[config.mk]
export PLATFORM = sky130hd
export DESIGN_NAME = uart_tx_arbiter
export DESIGN_NICKNAME = d
export VERILOG_FILES = /design/src/rtl/uart_tx_arbiter.sv
export SDC_FILE = /design/constraint.sdc
export NUM_CORES = 1
export LEC_CHECK = 0
export ABC_AREA = 1
export CAP_MARGIN = 20
export CORE_ASPECT_RATIO = 2
export CORE_UTILIZATION = 50
export DETAILED_ROUTE_END_ITERATION = 16
export HOLD_SLACK_MARGIN = 0.1
export PLACE_DENSITY = 0.95
export SETUP_SLACK_MARGIN = 0.4
export SYNTH_ARGS = -nofsm -noshare
export SYNTH_HDL_FRONTEND = slang
export SYNTH_SLANG_ARGS = --single-unit
[constraint.sdc]
create_clock -name clk -period 5.05 [get_ports clk]
set_input_delay 1.01 -clock clk [delete_from_list [all_inputs] [get_ports clk]]
set_output_delay 1.01 -clock clk [all_outputs]
set_load 0.02 [all_outputs]
[src/rtl/uart_tx_arbiter.sv]
// Round-robin packet arbiter in front of a single uart_tx byte transmitter.
// A granted requester keeps the transmitter until its last byte is accepted.

module uart_tx_arbiter_lane #(
  parameter int IDX = 0
) (
  input  logic       start,
  input  logic       valid,
  input  logic       locked,
  input  logic [2:0] grant_id,
  output logic       elig,
  output logic       ready
);
  logic hit;
  assign hit   = (grant_id == 3'(IDX));
  assign elig  = valid && (!locked || hit);
  assign ready = start && hit;
endmodule

module uart_tx_arbiter #(
  parameter int NUM_REQ      = 4,
  parameter int BUSY_TIMEOUT = 16
) (
  input  logic                 clk,
  input  logic                 rst,
  input  logic [NUM_REQ-1:0]   req_valid,
  input  logic [8*NUM_REQ-1:0] req_data,
  input  logic [NUM_REQ-1:0]   req_last,
  output logic [NUM_REQ-1:0]   req_ready,
  output logic                 tx_start,
  output logic [7:0]           tx_data,
  input  logic                 tx_busy,
  output logic [2:0]           grant_id,
  output logic                 locked,
  output logic                 busy_err
);
  localparam int TW = $clog2(BUSY_TIMEOUT + 1);

  typedef enum logic [1:0] {IDLE, START, WAIT_BUSY, WAIT_DONE} state_t;

  state_t             state, state_d;
  logic [2:0]         rr_ptr, cand, cand_inc;
  logic               found, accept, timeout;
  logic [TW-1:0]      timer;
  logic [NUM_REQ-1:0] elig;

  assign tx_start = (state == START);

  for (genvar i = 0; i < NUM_REQ; i++) begin : g_lane
    uart_tx_arbiter_lane #(.IDX(i)) u_lane (
      .start    (tx_start),
      .valid    (req_valid[i]),
      .locked   (locked),
      .grant_id (grant_id),
      .elig     (elig[i]),
      .ready    (req_ready[i])
    );
  end

  // While locked only grant_id is eligible, so the same search yields it.
  always_comb begin
    int j;
    j     = 0;
    found = 1'b0;
    cand  = '0;
    for (int k = 0; k < NUM_REQ; k++) begin
      j = int'(rr_ptr) + k;
      if (j >= NUM_REQ) j = j - NUM_REQ;
      if (!found && elig[j]) begin
        found = 1'b1;
        cand  = 3'(j);
      end
    end
  end

  assign cand_inc = (int'(cand) == NUM_REQ - 1) ? 3'd0 : cand + 3'd1;
  assign accept   = (state == IDLE) && !tx_busy && found;
  assign timeout  = (timer == TW'(BUSY_TIMEOUT - 1));

  always_comb begin
    state_d = state;
    case (state)
      IDLE:      if (accept) state_d = START;
      START:     state_d = WAIT_BUSY;
      WAIT_BUSY: if (tx_busy) state_d = WAIT_DONE;
                 else if (timeout) state_d = IDLE;
      WAIT_DONE: if (!tx_busy) state_d = IDLE;
      default:   state_d = IDLE;
    endcase
  end

  always_ff @(posedge clk) begin
    if (rst) state <= IDLE;
    else     state <= state_d;
  end

  always_ff @(posedge clk) begin
    if (rst) begin
      rr_ptr   <= '0;
      timer    <= '0;
      tx_data  <= '0;
      grant_id <= '0;
      locked   <= 1'b0;
      busy_err <= 1'b0;
    end else begin
      if (accept) begin
        tx_data  <= req_data[8*int'(cand) +: 8];
        grant_id <= cand;
        locked   <= ~req_last[cand];
        if (req_last[cand]) rr_ptr <= cand_inc;
      end
      // A lost byte is counted as sent; the packet continues normally.
      if (state == START) timer <= '0;
      else if (state == WAIT_BUSY && !tx_busy) begin
        if (timeout) busy_err <= 1'b1;
        else         timer    <= timer + 1'b1;
      end
    end
  end
endmodule

==> results of run 1 <==
==> cell families (layout without fill, tap and decap cells) <==
group | count (synthesis) | after routing
AO/OA/AOI/OAI | 28 | 28
AND/OR/NAND/NOR | 195 | 195
adder cells (fa/ha/maj) | 5 | 5
flip-flops | 23 | 23
buffers and inverters | 53 | 105
==> synth_stat cells <==
cell type | instances | area share
clkbuf_2 | 1 | 0.0028
a31oi_1 | 1 | 0.0035
inv_1 | 38 | 0.079
clkbuf_1 | 3 | 0.0062
nor3_1 | 2 | 0.0055
nor2_1 | 17 | 0.035
o21ai_0 | 5 | 0.014
dfxtp_1 | 23 | 0.25
o2111ai_1 | 1 | 0.0048
inv_4 | 1 | 0.0035
nand2_1 | 123 | 0.25
ha_1 | 5 | 0.035
inv_2 | 1 | 0.0021
a41oi_1 | 1 | 0.0048
nand4_1 | 3 | 0.010
nor2_8 | 1 | 0.011
nand2_2 | 5 | 0.017
buf_4 | 5 | 0.021
a21oi_1 | 15 | 0.041
or2_2 | 1 | 0.0035
a211oi_1 | 3 | 0.012
nor2_2 | 2 | 0.0069
buf_6 | 3 | 0.019
o21ai_1 | 1 | 0.0028
nand3_1 | 29 | 0.080
nor4_1 | 1 | 0.0035
nand3b_1 | 2 | 0.0083
nand2_4 | 4 | 0.025
clkinv_1 | 1 | 0.0021
nand3_2 | 5 | 0.028
a21oi_2 | 1 | 0.0048
==> layout make-up <==
| class | instances | area (um2) | share of cell area |
|---|---|---|---|
| repair buffers | 60 | 601 | 0.247 |
| inverters | 41 | 156 | 0.0643 |
| clock buffers | 3 | 41.3 | 0.0170 |
| well taps | 48 | 60.1 | 0.0247 |
| multi-input cells | 228 | 1110 | 0.456 |
| flip-flops and latches | 23 | 460 | 0.189 |
| clock inverters | 1 | 5.00 | 0.00206 |
==> final timing paths <==
kind	slack [ps]	depth (start not counted)	start	to
max	1870	13	req_valid[1]	rr_ptr[1]
min	460	2	timer[3]	timer[3]
max reg2reg	2110	14	rr_ptr[1]	rr_ptr[1]
min reg2reg	460	2	timer[3]	timer[3]
==> power by group through the flow <==
stage / logic (mW) / clock network (mW) / registers, mW
after detailed placement: 0.880 / 0 / 0.265
after global placement: 0.860 / 0 / 0.264
after floorplan: 0.674 / 0 / 0.291
final: 0.887 / 0.114 / 0.263
after CTS: 0.886 / 0.114 / 0.262
after global routing: 0.998 / 0.123 / 0.267
==> flip-flops by register name, indices dropped and copies added, names as in the netlist, named ones only <==
signal / cells
grant_id: 3
busy_err: 1
tx_data: 8
timer: 5
rr_ptr: 2
state: 2
locked: 1
==> routing by layer <==
| metal | track usage | routed length, um | vias to the layer above | part of all wire |
|---|---|---|---|---|
| met5 | 0 | 0 | - | 0 |
| li1 | - | - | 1058 | - |
| met4 | 0.132 | 130 | 0 | 0.029 |
| met3 | 0.0373 | 172 | 14 | 0.039 |
| met2 | 0.464 | 2410 | 65 | 0.55 |
| met1 | 0.241 | 1700 | 888 | 0.38 |
==> tightest hold or removal path, cell delays in order (launching register included) <==
cell and delay [ps]:
dfxtp_1 320, nand2_1 60, a21oi_1 50
==> per-stage QoR <==
step | area [um2] | std cells | util | power, mW
2_1_floorplan | 1810 | 304 | - | 0.965
3_3_place_gp | 2390 | 400 | 0.699 | 1.12
3_5_place_dp | 2390 | 400 | 0.699 | 1.15
4_1_cts | 2430 | 404 | 0.712 | 1.26
5_1_grt | 2430 | 404 | 0.712 | 1.39
6_report | 2430 | 404 | 0.712 | 1.26
==> impl_metrics.prom, run 1 <==
# TYPE chip_impl_metric gauge
chip_impl_info{name="critical_path.slowest_cell",value="clkdlybuf4s50_1"} 1
chip_impl_metric{name="crit_path_max_fanout",unit=""} 15
chip_impl_metric{name="gr-total-overflow",unit=""} 0
chip_impl_metric{name="initialDrtViolationCount",unit=""} 44
chip_impl_metric{name="timing.final.crit_share",unit=""} 0.630
chip_impl_metric{name="power.switching",unit="mW"} 0.671
chip_impl_metric{name="detailedPlace.worstSlack",unit="ps"} 1660
chip_impl_metric{name="crit_arrival",unit="ps"} 3370
chip_impl_metric{name="power.switching_fraction",unit=""} 0.531
chip_impl_info{name="ctsRootBufferMaster",value="clkbuf_8"} 1
chip_impl_metric{name="gp_routability_congestion",unit=""} 0.915
chip_impl_metric{name="synth.yosys.seq_area_share",unit=""} 0.254
chip_impl_metric{name="maximum_single_stage_delay_on_the_critical_path",unit="ps"} 490
chip_impl_metric{name="top_level_ports",unit=""} 61
chip_impl_metric{name="design.die.area",unit="um2"} 3890
chip_impl_metric{name="ant_cells",unit=""} 0
chip_impl_metric{name="timing.slew.headroom",unit=""} 0.357
chip_impl_metric{name="floorplan.core_area",unit="um2"} 3420
chip_impl_info{name="setup.worst_path.class",value="primary input to flip-flop"} 1
chip_impl_metric{name="synthesis.nets",unit=""} 352
chip_impl_metric{name="layout.nets",unit=""} 405
chip_impl_metric{name="post_route_cells_drive_above_1_share",unit=""} 0.0702
chip_impl_metric{name="setup_slack",unit="ps"} 1870
chip_impl_metric{name="synth_simple_gate_area_frac",unit=""} 0.489
chip_impl_info{name="final_cell_mix",value="nand2_1, clkdlybuf4s50_1, inv_1, nand3_1, dfxtp_1"} 1
chip_impl_metric{name="tritoncts.num_buffers",unit=""} 3
chip_impl_info{name="crit_path_cell_trace",value="clkdlybuf4s50_1 > nand3_1 > nand2_1 > nand2_1 > nand2_1 > inv_1 > nand2_1 > nand3_1 > a21oi_1 > nand2_2 > nand2_1 > nand2_1 > a21oi_2"} 1
chip_impl_metric{name="antenna_violations_before_repair",unit=""} 0
chip_impl_metric{name="grt_first_pass_wirelength",unit="um"} 7450
chip_impl_info{name="outcome",value="finished clean"} 1
chip_impl_metric{name="vias",unit=""} 2025
chip_impl_metric{name="port-buffer-count",unit=""} 60
chip_impl_metric{name="globalRouteTotalUtil",unit=""} 0.246
chip_impl_metric{name="timing.clock.skew",unit="ps"} 5.81
chip_impl_metric{name="drt-pass1-iter-count",unit=""} 4
chip_impl_metric{name="clk_pin_slew_worst_paths",unit="ps"} 80
chip_impl_metric{name="layout_min_cycle_time",unit="ps"} 3180
chip_impl_metric{name="post_cts.repair.setup_buffers",unit=""} 0
chip_impl_metric{name="die_w",unit="um"} 44.6
chip_impl_metric{name="insertion_delay",unit="ps"} 260
chip_impl_metric{name="layout.filler_cells",unit=""} 272
chip_impl_metric{name="maxCapViolations",unit=""} 0
chip_impl_metric{name="fin_hold_ws",unit="ps"} 464
chip_impl_info{name="setup_repair_after_global_routing_missed_its_margin",value="false"} 1
chip_impl_metric{name="totalNegativeSetupSlack",unit="ps"} 0
chip_impl_metric{name="static-leakage-power",unit="nW"} 1.13
chip_impl_metric{name="synth-seq-cells",unit=""} 23
chip_impl_metric{name="floorplan.initialDensity",unit=""} 0.531
chip_impl_metric{name="fmax",unit="GHz"} 0.314
chip_impl_metric{name="share_clk_of_total_power",unit=""} 0.090
chip_impl_metric{name="vias_in_the_first_global_route",unit=""} 1904
chip_impl_metric{name="synth-warning-count",unit=""} 0
chip_impl_info{name="synth_top_family_by_area",value="simple AND/OR/NAND/NOR gates"} 1
chip_impl_info{name="min_path_type",value="flip-flop to flip-flop"} 1
chip_impl_metric{name="die_height",unit="um"} 87.2
chip_impl_metric{name="worst_pin_slew",unit="ps"} 955
chip_impl_metric{name="power_density_relative_to_cell_area",unit="nW/um2"} 519
chip_impl_metric{name="combPwrFrac",unit=""} 0.702
chip_impl_metric{name="count_of_cell_types_in_the_netlist",unit=""} 31
chip_impl_metric{name="grt_max_degree",unit=""} 22
chip_impl_metric{name="clock_sinks",unit=""} 23
chip_impl_metric{name="clock_tree.htree_level_count",unit=""} 1
chip_impl_metric{name="post_cts_resized",unit=""} 0
chip_impl_info{name="type_of_element_capturing_the_critical_path",value="flip-flop"} 1
chip_impl_metric{name="post_synth_fa_ha_maj_area_fraction",unit=""} 0.0345
chip_impl_metric{name="synth-compound-area-share",unit=""} 0.0883
chip_impl_metric{name="drt-vias-per-instance",unit=""} 5.01
chip_impl_metric{name="routed_wl",unit="um"} 4410
chip_impl_metric{name="floorplan.rows",unit=""} 30
chip_impl_info{name="worstSetupStartpointType",value="primary input"} 1
chip_impl_metric{name="synth_xor_xnor_area_share",unit=""} 0
chip_impl_metric{name="longest_clk_path_bufs",unit=""} 2
chip_impl_info{name="critical_path.top_delay_family",value="simple AND/OR/NAND/NOR gates"} 1
chip_impl_metric{name="internal_power",unit="mW"} 0.593
chip_impl_metric{name="critical_path_required",unit="ps"} 5240
chip_impl_metric{name="power.share.sequential",unit=""} 0.208
chip_impl_metric{name="hpwl_reported_at_the_end_of_detailed_placement",unit="um"} 3580
chip_impl_metric{name="ir_drop",unit="mV"} 0.370
chip_impl_metric{name="portion_of_netlist_area_occupied_by_mux_cells",unit=""} 0
chip_impl_info{name="crit_top_cell",value="nand2_1"} 1
chip_impl_info{name="layout_commonest_cell",value="nand2_1"} 1
chip_impl_metric{name="syn_inst",unit=""} 304
chip_impl_metric{name="ctsHoldBuffers",unit=""} 0
chip_impl_metric{name="area_delta_synth_final",unit="%"} 34.2
chip_impl_metric{name="final_hold_viol_count",unit=""} 0
chip_impl_metric{name="ant_nets",unit=""} 0
chip_impl_metric{name="drt-wirelength-per-cell",unit="um"} 10.9
chip_impl_metric{name="drc_errors",unit=""} 0
chip_impl_info{name="tritoncts",value="done"} 1
chip_impl_metric{name="syn_area_per_cell",unit="um2"} 5.96
chip_impl_metric{name="critical_path_buf_inv_count",unit=""} 2
chip_impl_metric{name="final-setup-viol-count",unit=""} 0
chip_impl_metric{name="synth.cell_area",unit="um2"} 1810
chip_impl_metric{name="drv_slew",unit=""} 0
No activity file was read; power rests on OpenSTA's default activity.
==> run 2: changes to the inputs <==
- CORE_UTILIZATION: 50 -> 42
- PLACE_DENSITY: 0.95 -> 0.86
- clock period: 5.05 -> 2.6 ns (I/O delays scaled with it)
==> run 2 against run 1 <==
- count of clock-buffer cells in the layout increased by 1
- non-clock buffer count increased by 27
- routed wire length increased by 36%
- combinational power increased to 2.9 times the previous value
- sequential power increased by 110%
- utilization increased by 0.76 points
- sequential share of layout area decreased by 2.9 points
- setup slack got worse by 1400 ps
==> impl_metrics.prom, run 2 (synthesis results as in run 1) <==
# TYPE chip_impl_metric gauge
chip_impl_metric{name="post_route_cells_drive_above_1_share",unit=""} 0.251
chip_impl_metric{name="final_cells",unit=""} 438
chip_impl_info{name="min_path_type",value="flip-flop to flip-flop"} 1
chip_impl_metric{name="area_delta_synth_final",unit="%"} 63.9
chip_impl_metric{name="antenna_violations_before_repair",unit=""} 0
chip_impl_info{name="worstSetupStartpointType",value="flip-flop"} 1
chip_impl_metric{name="crit_arrival",unit="ps"} 2340
chip_impl_metric{name="gp_routability_congestion",unit=""} 0.876
chip_impl_metric{name="timing.clock.skew",unit="ps"} 5.83
chip_impl_metric{name="design.die.area",unit="um2"} 4600
chip_impl_metric{name="drt-vias-per-instance",unit=""} 5.24
chip_impl_metric{name="path_depth",unit=""} 14
chip_impl_metric{name="gr-total-overflow",unit=""} 0
chip_impl_metric{name="globalRouteTotalUtil",unit=""} 0.220
chip_impl_metric{name="timing.final.crit_share",unit=""} 0.839
chip_impl_metric{name="final-setup-viol-count",unit=""} 0
chip_impl_metric{name="ant_nets",unit=""} 0
chip_impl_metric{name="ant_cells",unit=""} 0
chip_impl_info{name="ctsRootBufferMaster",value="clkbuf_8"} 1
chip_impl_metric{name="grt_first_pass_wirelength",unit="um"} 8200
chip_impl_metric{name="clock_tree.htree_level_count",unit=""} 1
chip_impl_metric{name="floorplan.initialDensity",unit=""} 0.439
chip_impl_info{name="largest_registers",value="tx_data x8, timer x5, grant_id x3"} 1
chip_impl_metric{name="drt-wirelength-per-cell",unit="um"} 13.7
chip_impl_metric{name="layout.filler_cells",unit=""} 325
chip_impl_metric{name="fmax",unit="GHz"} 0.458
chip_impl_metric{name="min_path_cells",unit=""} 2
chip_impl_metric{name="insertion_delay",unit="ps"} 260
chip_impl_metric{name="dpl.cell_count",unit=""} 412
chip_impl_metric{name="flip_flop_count_of_the_largest_register_all_copies_and_words_added",unit=""} 8
chip_impl_info{name="largest-register",value="tx_data"} 1
chip_impl_metric{name="placed_cell_area",unit="um2"} 2450
chip_impl_metric{name="vias_in_the_first_global_route",unit=""} 2068
chip_impl_metric{name="static-leakage-power",unit="nW"} 1.40
chip_impl_metric{name="layout_min_cycle_time",unit="ps"} 2180
chip_impl_metric{name="r2r_depth",unit=""} 14
chip_impl_metric{name="clock_sinks",unit=""} 23
chip_impl_metric{name="fin_area",unit="um2"} 2970
chip_impl_metric{name="crit_path_max_fanout",unit=""} 5
chip_impl_info{name="type_of_element_capturing_the_critical_path",value="flip-flop"} 1
chip_impl_info{name="setup.worst_path.class",value="flip-flop to flip-flop"} 1
chip_impl_metric{name="grt_max_degree",unit=""} 18
chip_impl_metric{name="port-buffer-count",unit=""} 60
chip_impl_metric{name="tritoncts.num_buffers",unit=""} 3
chip_impl_metric{name="hpwl_reported_at_the_end_of_detailed_placement",unit="um"} 3790
chip_impl_metric{name="ir_drop",unit="mV"} 0.672
chip_impl_metric{name="drv_slew",unit=""} 0
chip_impl_metric{name="maximum_single_stage_delay_on_the_critical_path",unit="ps"} 390
chip_impl_metric{name="totalNegativeSetupSlack",unit="ps"} 0
chip_impl_info{name="crit_path_cell_trace",value="clkinv_8 > ha_4 > nand3_4 > nand2_4 > nand2_4 > nor2_8 > nand3_4 > buf_6 > nand3b_1 > nand3_2 > nand3_2 > nand2_1 > nand2_1 > inv_1"} 1
chip_impl_metric{name="floorplan.core_area",unit="um2"} 4130
chip_impl_metric{name="die_height",unit="um"} 94.9
chip_impl_metric{name="routed_wl",unit="um"} 6010
chip_impl_metric{name="die_w",unit="um"} 48.5
chip_impl_metric{name="critical_path_required",unit="ps"} 2760
chip_impl_info{name="final_cell_mix",value="nand2_1, clkdlybuf4s50_1, inv_1, buf_4, dfxtp_1"} 1
chip_impl_info{name="outcome",value="finished clean"} 1
chip_impl_metric{name="vias",unit=""} 2295
chip_impl_metric{name="critical_path_buf_inv_count",unit=""} 3
chip_impl_info{name="tritoncts",value="done"} 1
chip_impl_metric{name="timing.slew.headroom",unit=""} 0.747
chip_impl_metric{name="power_density_relative_to_cell_area",unit="nW/um2"} 1130
chip_impl_info{name="setup_repair_after_global_routing_missed_its_margin",value="true"} 1
chip_impl_metric{name="longest_clk_path_bufs",unit=""} 2
chip_impl_metric{name="initialDrtViolationCount",unit=""} 43
chip_impl_metric{name="layout.nets",unit=""} 435
chip_impl_info{name="critical_path.slowest_cell",value="dfxtp_4"} 1
chip_impl_metric{name="maxCapViolations",unit=""} 0
chip_impl_metric{name="floorplan.rows",unit=""} 33
chip_impl_metric{name="drc_errors",unit=""} 0
chip_impl_metric{name="top_level_ports",unit=""} 61
chip_impl_metric{name="clk_pin_slew_worst_paths",unit="ps"} 80
chip_impl_metric{name="worst_pin_slew",unit="ps"} 376
chip_impl_metric{name="totalPowerFinal",unit="mW"} 3.36
chip_impl_info{name="layout_commonest_cell",value="nand2_1"} 1
chip_impl_info{name="critical_path.top_delay_family",value="simple AND/OR/NAND/NOR gates"} 1
chip_impl_metric{name="final_hold_viol_count",unit=""} 0
chip_impl_metric{name="drt-pass1-iter-count",unit=""} 4
==> run 2: cell types whose count changed in the layout (fill, tap and decap cells not counted), moves of 6 or more <==
| cell | delta |
|---|---|
| buf_4 | +23 |
| clkdlybuf4s50_1 | -8 |
| dfxtp_1 | -6 |
| nand2_1 | -14 |
| nand2_2 | +11 |
| nand3_1 | -13 |
| nand3_2 | +7 |
| nand3_4 | +6 |
==> run 2: area by class of cell <==
type,count,area [um2],area share
multi-input combinational,231,1360,0.457
inverter,41,186,0.0627
clock buffer,4,45.0,0.0152
sequential,23,475,0.160
timing repair buffer,87,841,0.283
tap,52,65.1,0.0219
==> run 2: metal layers <==
layer	wire [um]	global-route usage
met4	323	0.0956
met2	3500	0.461
met1	1910	0.207
met3	272	0.0242
met5	0	0
==> run 2: report_power, final <==
| part | leakage [nW] | switching, mW | total, mW | internal [mW] |
|---|---|---|---|---|
| sequential | 0.191 | 0.0891 | 0.540 | 0.451 |
| combinational | 1.19 | 1.51 | 2.60 | 1.09 |
| clock | 0.0228 | 0.105 | 0.214 | 0.109 |
| total | 1.40 | 1.71 | 3.36 | 1.65 |
==> run 2: worst register-to-register path, cell delays in order (launching register included) <==
cell      delay (ps)
dfxtp_4          390
clkinv_8          60
ha_4             320
nand3_4          100
nand2_4          120
nand2_4           80
nor2_8           190
nand3_4          150
buf_6            140
nand3b_1         130
nand3_2          130
nand3_2          130
nand2_1           50
nand2_1           60
inv_1             40
==> run 2: per-stage QoR <==
stage / setup slack (ps) / hold WS (ps) / utilization
CTS: 400 / 464 / 0.635
floorplan: 418 / 439 / -
global placement: 9.47 / 450 / 0.594
global route: 268 / 479 / 0.720
detailed placement: 1.95 / 452 / 0.594
finish: 418 / 460 / 0.720
==> run 2: timing repair <==
action | CTS | global route
gates resized for setup | 20 | 63
pin swaps | 5 | 17
endpoints found under the setup margin | 20 | 15
buffers inserted | 7 | 12
gates cloned | 1 | 2
hold buffers | 0 | 0
==> run 2: worst paths after layout <==
path	slack, ps	end	start
worst min register to register	460	timer[3]	timer[3]
worst max-delay path	420	flip-flop	flip-flop
worst max register to register	420	flip-flop	flip-flop
worst min-delay path	460	timer[3]	timer[3]
